**src/rtl/spi_register_bank.sv**
```systemverilog
// Register bank in the system clock domain behind the SPI slave: control
// registers written by SPI frames, status words readable in the same address map.
module spi_register_bank #(
  parameter int DATA_WIDTH    = 16,
  parameter int ADDR_WIDTH    = 4,
  parameter int NUM_RW        = 8,
  parameter int NUM_RO        = 4,
  parameter int CLEAR_TIMEOUT = 255
) (
  input  logic                         clk,
  input  logic                         reset_n,
  input  logic                         cs,
  input  logic [DATA_WIDTH-1:0]        spi_address,
  input  logic                         spi_write_enable,
  input  logic [DATA_WIDTH-1:0]        spi_data,
  input  logic                         new_data_flag,
  output logic                         clear_new_data_flag,
  output logic [DATA_WIDTH-1:0]        data_to_send,
  input  logic [NUM_RO*DATA_WIDTH-1:0] status_in,
  output logic [NUM_RW*DATA_WIDTH-1:0] ctrl_regs,
  output logic                         write_strobe,
  output logic [ADDR_WIDTH-1:0]        write_addr,
  output logic                         error_flag
);

  localparam int CNT_W = $clog2(CLEAR_TIMEOUT + 1);
  localparam logic [ADDR_WIDTH-1:0] NUM_RW_A = ADDR_WIDTH'(NUM_RW);
  localparam logic [CNT_W-1:0]      TMO_A    = CNT_W'(CLEAR_TIMEOUT);

  typedef enum logic [1:0] {IDLE, CAPTURE, CLEAR_WAIT} state_t;

  state_t                  state_q, state_d;
  logic                    cs_m_q, cs_s_q, we_m_q, we_s_q;
  logic [DATA_WIDTH-1:0]   addr_m_q, addr_s_q;
  logic [DATA_WIDTH-1:0]   ctrl_q [NUM_RW];
  logic [DATA_WIDTH-1:0]   ctrl_d [NUM_RW];
  logic [DATA_WIDTH-1:0]   rd_data_q, rd_data_d;
  logic [CNT_W-1:0]        cnt_q, cnt_d;
  logic                    first_q, first_d;
  logic                    clear_q, clear_d;
  logic                    strobe_q, strobe_d;
  logic                    err_q, err_d;
  logic [ADDR_WIDTH-1:0]   waddr_q, waddr_d;
  logic [ADDR_WIDTH-1:0]   addr;
  logic                    unused_addr_hi;

  assign addr           = addr_s_q[ADDR_WIDTH-1:0];
  assign unused_addr_hi = ^addr_s_q[DATA_WIDTH-1:ADDR_WIDTH];

  // Two-flop synchronizers for the SPI-domain control and address
  always_ff @(posedge clk) begin
    if (!reset_n) begin
      cs_m_q   <= 1'b0;
      cs_s_q   <= 1'b0;
      we_m_q   <= 1'b0;
      we_s_q   <= 1'b0;
      addr_m_q <= '0;
      addr_s_q <= '0;
    end else begin
      cs_m_q   <= cs;
      cs_s_q   <= cs_m_q;
      we_m_q   <= spi_write_enable;
      we_s_q   <= we_m_q;
      addr_m_q <= spi_address;
      addr_s_q <= addr_m_q;
    end
  end

  always_comb begin
    rd_data_d = '0;
    for (int k = 0; k < NUM_RW; k++)
      if (addr == ADDR_WIDTH'(k)) rd_data_d = ctrl_q[k];
    for (int k = 0; k < NUM_RO; k++)
      if (addr == ADDR_WIDTH'(NUM_RW + k)) rd_data_d = status_in[k*DATA_WIDTH +: DATA_WIDTH];
  end

  always_comb begin
    state_d  = state_q;
    ctrl_d   = ctrl_q;
    cnt_d    = cnt_q;
    clear_d  = clear_q;
    strobe_d = 1'b0;
    err_d    = err_q;
    waddr_d  = waddr_q;
    first_d  = first_q;
    case (state_q)
      IDLE: begin
        if (new_data_flag) state_d = CAPTURE;
      end
      CAPTURE: begin
        // The first event of a frame is the command byte and is never written
        if (!first_q && we_s_q) begin
          if (addr < NUM_RW_A) begin
            for (int k = 0; k < NUM_RW; k++)
              if (addr == ADDR_WIDTH'(k)) ctrl_d[k] = spi_data;
            strobe_d = 1'b1;
            waddr_d  = addr;
          end else begin
            err_d = 1'b1;
          end
        end
        first_d = 1'b0;
        clear_d = 1'b1;
        cnt_d   = '0;
        state_d = CLEAR_WAIT;
      end
      CLEAR_WAIT: begin
        cnt_d = cnt_q + CNT_W'(1);
        if (!new_data_flag) begin
          clear_d = 1'b0;
          state_d = IDLE;
        end else if (cnt_d == TMO_A) begin
          clear_d = 1'b0;
          err_d   = 1'b1;
          state_d = IDLE;
        end
      end
      default: state_d = IDLE;
    endcase
    if (cs_s_q) first_d = 1'b1;
  end

  always_ff @(posedge clk) begin
    if (!reset_n) begin
      state_q   <= IDLE;
      for (int k = 0; k < NUM_RW; k++) ctrl_q[k] <= '0;
      rd_data_q <= '0;
      cnt_q     <= '0;
      first_q   <= 1'b1;
      clear_q   <= 1'b0;
      strobe_q  <= 1'b0;
      err_q     <= 1'b0;
      waddr_q   <= '0;
    end else begin
      state_q   <= state_d;
      ctrl_q    <= ctrl_d;
      rd_data_q <= rd_data_d;
      cnt_q     <= cnt_d;
      first_q   <= first_d;
      clear_q   <= clear_d;
      strobe_q  <= strobe_d;
      err_q     <= err_d;
      waddr_q   <= waddr_d;
    end
  end

  for (genvar g = 0; g < NUM_RW; g++) begin : g_flat
    assign ctrl_regs[g*DATA_WIDTH +: DATA_WIDTH] = ctrl_q[g];
  end

  assign clear_new_data_flag = clear_q;
  assign data_to_send        = rd_data_q;
  assign write_strobe        = strobe_q;
  assign write_addr          = waddr_q;
  assign error_flag          = err_q;

endmodule

```
**config.mk**
```make
export PLATFORM = sky130hd
export DESIGN_NAME = spi_register_bank
export DESIGN_NICKNAME = d
export VERILOG_FILES = /design/src/rtl/spi_register_bank.sv
export SDC_FILE = /design/constraint.sdc
export NUM_CORES = 1
export LEC_CHECK = 0
export BUFFER_PORTS_ARGS = -buffer_cell sky130_fd_sc_hd__buf_2
export CORE_MARGIN = 4
export CORE_UTILIZATION = 58
export CTS_BUF_LIST = sky130_fd_sc_hd__clkbuf_2
export DETAILED_ROUTE_END_ITERATION = 8
export PLACE_DENSITY_LB_ADDON = 0.1
export SLEW_MARGIN = 25
export SYNTH_ARGS = -nofsm -noshare
export SYNTH_HDL_FRONTEND = slang
export SYNTH_SLANG_ARGS = --single-unit
```
**constraint.sdc**
```tcl
create_clock -name clk -period 3.1 [get_ports clk]
set_input_delay 0.465 -clock clk [delete_from_list [all_inputs] [get_ports clk]]
set_output_delay 0.465 -clock clk [all_outputs]
set_load 0.02 [all_outputs]
```
Word level (Yosys, flattened, before mapping):

Index checks and enable logic that the tools add are counted.

* add/subtract/negate cells: 1
* $lt $le $gt $ge: 1
* equal/unequal tests: 20
* multiplexer cells: 26
* bitwise gates (word level): 1
* reduce and logical (&&, ||, !) cells: 19

Operators with widths (count)
* $mux W16: 12
* $reduce_and A4 Y1: 8
* $eq A4 B3 Y1 const B: 4
* $eq A4 B4 Y1 const B: 4
* $pmux W8 S2: 1
* $ne A2 B2 Y1 const B: 5
* $add A8 B1 Y8 const B: 1
* $eq A4 B2 Y1 const B: 2
* $eq A8 B8 Y1 const B: 1
* $mux W1: 7
* $mux W2: 3
* $pmux W2 S3: 1
* $reduce_and A3 Y1: 2
* $reduce_and A5 Y1: 1
* $eq A4 B1 Y1 const B: 1
* $logic_not A4 Y1: 1
* $lt A4 B4 Y1 const B: 1
* $pmux W1 S2: 2
* $reduce_and A2 Y1: 2
* $ne A3 B3 Y1 const B: 1
* $eq A2 B1 Y1 const B: 1
* $eq A2 B2 Y1 const B: 1
* $logic_not A2 Y1: 1
* $reduce_bool A2 Y1: 1
* 4 further kinds: 4

* register bits: 174
* logic and storage cells: 90

Longest topological paths before layout:

* word-level depth: 13
* gate-level depth with buffers: 9
* gate-level depth less buffers: 7

Least setup slack after synthesis:

No wires, ideal clock.

* path kind: register -> register
* start: register cnt_q[1]
* end: register state_q[0]
* setup time: 0.074 ns
* data arrival time: 1.794 ns
* path slack: 1.231 ns
* stages on the path, launching flop included: 8
* path buffers: 1
* period minus slack after synthesis: 1.869 ns
* cells stage by stage: dfxtp_1 -> ha_1 -> buf_6 -> and3_4 -> o221ai_2 -> a221o_1 -> o32a_1 -> o21ai_0

* word-level cells in the longest chain between the ends: 4

RTL lines
* from (decl): line 38 `logic [CNT_W-1:0] cnt_q, cnt_d;`
* from (signal assigned): line 138 `cnt_q <= cnt_d;`
* $add A8 B1 Y8: line 108 `cnt_d = cnt_q + CNT_W'(1);`
* $eq A8 B8 Y1: line 112 `end else if (cnt_d == TMO_A) begin`
* $ne A3 B3 Y1 (no line)
* $reduce_and A2 Y1 (no line)
* to (signal assigned): line 135 `state_q <= state_d;`
* to (decl): line 32 `state_t state_q, state_d;`

No other way between the ends.
A chain may end at the register's enable or synchronous reset.

Worst setup path after layout:

* start: register addr_s_q[1]
* end: register rd_data_q[8] (netlist: data_to_send[8])

* word-level cells in the longest chain between the ends: 13

RTL lines
* from (decl): line 34 `logic [DATA_WIDTH-1:0] addr_m_q, addr_s_q;`
* from (signal assigned): line 65 `addr_s_q <= addr_m_q;`
* $logic_not A4 Y1: line 72 `if (addr == ADDR_WIDTH'(k)) rd_data_d = ctrl_q[k];`
* $mux W16 (8 in series): line 72
* $mux W16 (3 in series): line 74 `if (addr == ADDR_WIDTH'(NUM_RW + k)) rd_data_d = status_in[k*DATA_WIDTH +: DATA_WIDTH];`
* $mux W16 (*): line 74
* to (signal assigned): line 137 `rd_data_q <= rd_data_d;`
* to (decl): line 37 `logic [DATA_WIDTH-1:0] rd_data_q, rd_data_d;`

Mark *: on every way between the ends. The rest lies on a longest branch, timed or not.

==> summary.md <==
| Metric | Value |
|---|---|
| Status | `completed` |
| Post-placement cell area | `9780 um^2` |
| DRC | `0` |
| Die extent in x | `131 um` |
| Synthesized area | `8710 um^2` |
| GRT overflow | `0` |
| Root Buffer | `clkbuf_2` |
| Power Total | `0.00413 W` |
| Synth async-reset ratio | `0%` |
| Area growth syn-to-layout | `18.2%` |
| Peak supply drop | `256 uV` |
| Cell variety after synth | `67` |
| Most common cell after layout, fill and taps aside | `nand2_1` |
| Post-route ant nets | `0` |
| Initial antenna violation count | `0` |
| DR top layer | `met4` |
| Yosys warnings | `0` |
| WL met2 | `12400 um` |
| Syn_area_per_cell | `8.47 um^2` |
| Worst Tran Pin Value | `932 ps` |
| Post-route setup TNS | `0 ps` |
| Via count | `8350` |
| Pre-antenna DRT Iters | `5` |
| Clock Sinks | `174` |
| Worst skew pair latency | `760 ps` |
| Core ar. | `14600 um^2` |
| WP data required | `3780 ps` |
| Layout Nets | `1345` |
| RSZ-0062 raised after global routing | `false` |
| Clock skew | `28.4 ps` |
| CP Capture Type | `flop` |
| Final Slew Violations | `0` |
| Top FF cell, synth | `dfxtp_1` |
| Clk buf depth | `2` |
| Crit path DAT | `3520 ps` |
| Critical Path Start Type | `flop` |
| WS Path Type | `flop to flop` |
| Vias in the first global route | `7605` |
| Core Rows | `44` |
| Filler cells | `1252` |
| EDFF count, synth | `0` |
| Global-route wire length before repair | `42300 um` |
| Post-DP HPWL | `20100 um` |
| Syn nets | `1136` |
| Vias per inst | `5.81` |
| Drt total wl | `27700 um` |
| Hold Fails Final Rpt | `0` |
| Largest net degree at the start of global routing | `115` |
| Post-layout instance area | `10300 um^2` |
| Sequential element share of the synthesized area | `40.0%` |
| Hold Crit Class | `input pin to flop` |
| Clk pin slew, worst setup/hold paths | `260 ps` |
| H-tree Lvls | `4` |
| CTS tree | `yes` |
| Post-route clock period utilization | `91.8%` |
| Gates resized, CTS repair | `0` |
| Drt initial violations | `748` |
| Worst slack, placed | `716 ps` |
| P_leak | `4.07 nW` |
| Routability cong. | `0.940` |
| Share of cells above drive strength 1 | `27.0%` |
| Die H | `131 um` |
| Setup violations, final | `0` |
| Met3 Wirelength | `2910 um` |
| IO Pins | `252` |
| Met1 Wirelength | `11900 um` |
| Max Cap Viol | `0` |
| Final worst setup slack | `255 ps` |
| WL/cell | `19.3 um` |
| Initial Utilization | `59.5%` |
| All-Layer GR Usage | `31.8%` |
| Fmax | `352 MHz` |
| Die area | `17000 um^2` |
| Tmin final | `2840 ps` |
| CTS Buf Count | `17` |
| Max Fanout on Critical Path | `26` |
| Power density cells | `401 nW/um^2` |
| # port buffers | `239` |
| Most frequent cells in the layout | `nand2_1 (303), buf_2 (238), dfxtp_1 (172)` |
| Seq cells post-synth | `174` |
| Mapped Cells | `1029` |
| Worst slew margin | `37.1%` |
## synthesized netlist by cell type, types with 3 or more instances
cell type	n	area, um^2
nand4_1	3	18.8
a211oi_1	3	22.5
buf_6	6	67.6
ha_1	6	75.1
nor3_1	10	50.1
nand3_1	16	80.1
nand2b_1	9	56.3
nor2_1	21	78.8
o22a_1	10	87.6
mux2i_1	8	80.1
clkbuf_1	33	124
a21boi_0	123	923
a21boi_1	14	105
dfxtp_1	174	3480
nand3b_1	3	22.5
buf_4	22	165
nand2_1	303	1140
o21a_1	5	37.5
a22o_1	12	105
and2_1	14	87.6
o311ai_0	7	61.3
nor2_4	3	33.8
a32o_1	10	100
nor3_4	4	65.1
mux4_2	16	360
mux2_2	15	169
o21ai_0	46	230
and3_1	3	18.8
and2_0	3	18.8
nor2b_1	10	62.6
a22oi_1	3	22.5
a21oi_1	21	105
o311ai_1	3	26.3
inv_1	9	33.8
buf_2	34	170
a221oi_1	10	87.6
## flip-flops by register name (all words and copies together), names as in the netlist
signal	cells
ctrl_regs	128
data_to_send	16
cnt_q	8
addr_m_q	4
addr_s_q	4
write_addr	4
state_q	2
clear_new_data_flag	1
cs_m_q	1
cs_s_q	1
error_flag	1
first_q	1
we_m_q	1
we_s_q	1
write_strobe	1
## per-layer routing
| layer | track usage [%] | up-vias |
|---|---|---|
| met4 | 8.41 | 0 |
| met3 | 8.05 | 35 |
| met2 | 49.2 | 412 |
| met1 | 44.6 | 3924 |
| met5 | 0 | - |
| li1 | - | 3979 |
## kinds of logic (layout without fill, tap and decap cells)
group | after synthesis | after routing | synth area share, %
AND/OR/NAND/NOR | 416 | 416 | 21.5
AO/OA/AOI/OAI | 289 | 289 | 24.1
flip-flops | 174 | 174 | 40.0
buffers and inverters | 105 | 327 | 6.49
multiplexers | 39 | 39 | 6.99
adder cells (fa/ha/maj) | 6 | 6 | 0.861
other | 0 | 1 | 0
## worst max-delay path, stage by stage, from the launching register on
cell and delay, ps:
dfxtp_2 780, buf_4 320, mux4_2 350, and2_0 180
o21ai_0 320, a31o_2 210, a21oi_1 50, dlygate4sd3_1 540
## worst paths after layout
check | endpoint | start | slack [ps] | depth (start not counted)
hold reg to reg | first_q | cs_s_q | 450 | 1
hold / removal | data_to_send[1] | status_in[33] | 70 | 4
setup / recovery | data_to_send[8] | addr_s_q[1] | 260 | 7
setup reg to reg | data_to_send[8] | addr_s_q[1] | 260 | 7
## per-stage QoR
step	hold WS [ps]	util (%)	std cells
after detailed placement	406	66.8	1376
after global placement	397	66.8	1376
after global routing	51.1	70.3	1435
after CTS	17.8	70.3	1435
final	66.8	70.3	1436
after floorplan	391	-	1029
## area by class of cell
cell class                      count  area, um^2  share of cell area (%)
Clock buffer                       17        85.1                   0.826
Timing Repair Buffer              286        1630                    15.8
Tap cell                          184         230                    2.24
Antenna cell                        1        2.50                  0.0243
Sequential cell                   174        3490                    33.9
Multi-Input combinational cell    750        4670                    45.3
Inverter                            9        33.8                   0.328
Clock inverter                     15         161                    1.57
## where the power goes
part | switching, W | total, W | internal, W
registers | 0.0000407 | 0.00233 | 0.00229
clock network | 0.000834 | 0.00122 | 0.000382
logic | 0.000332 | 0.000582 | 0.000249
total | 0.00121 | 0.00413 | 0.00292
## what timing repair did
action,CTS,global route
hold buffers,27,0
hold endpoints to repair,133,0
setup buffers,0,0
Note: power is estimated with default switching activity, not from simulation.
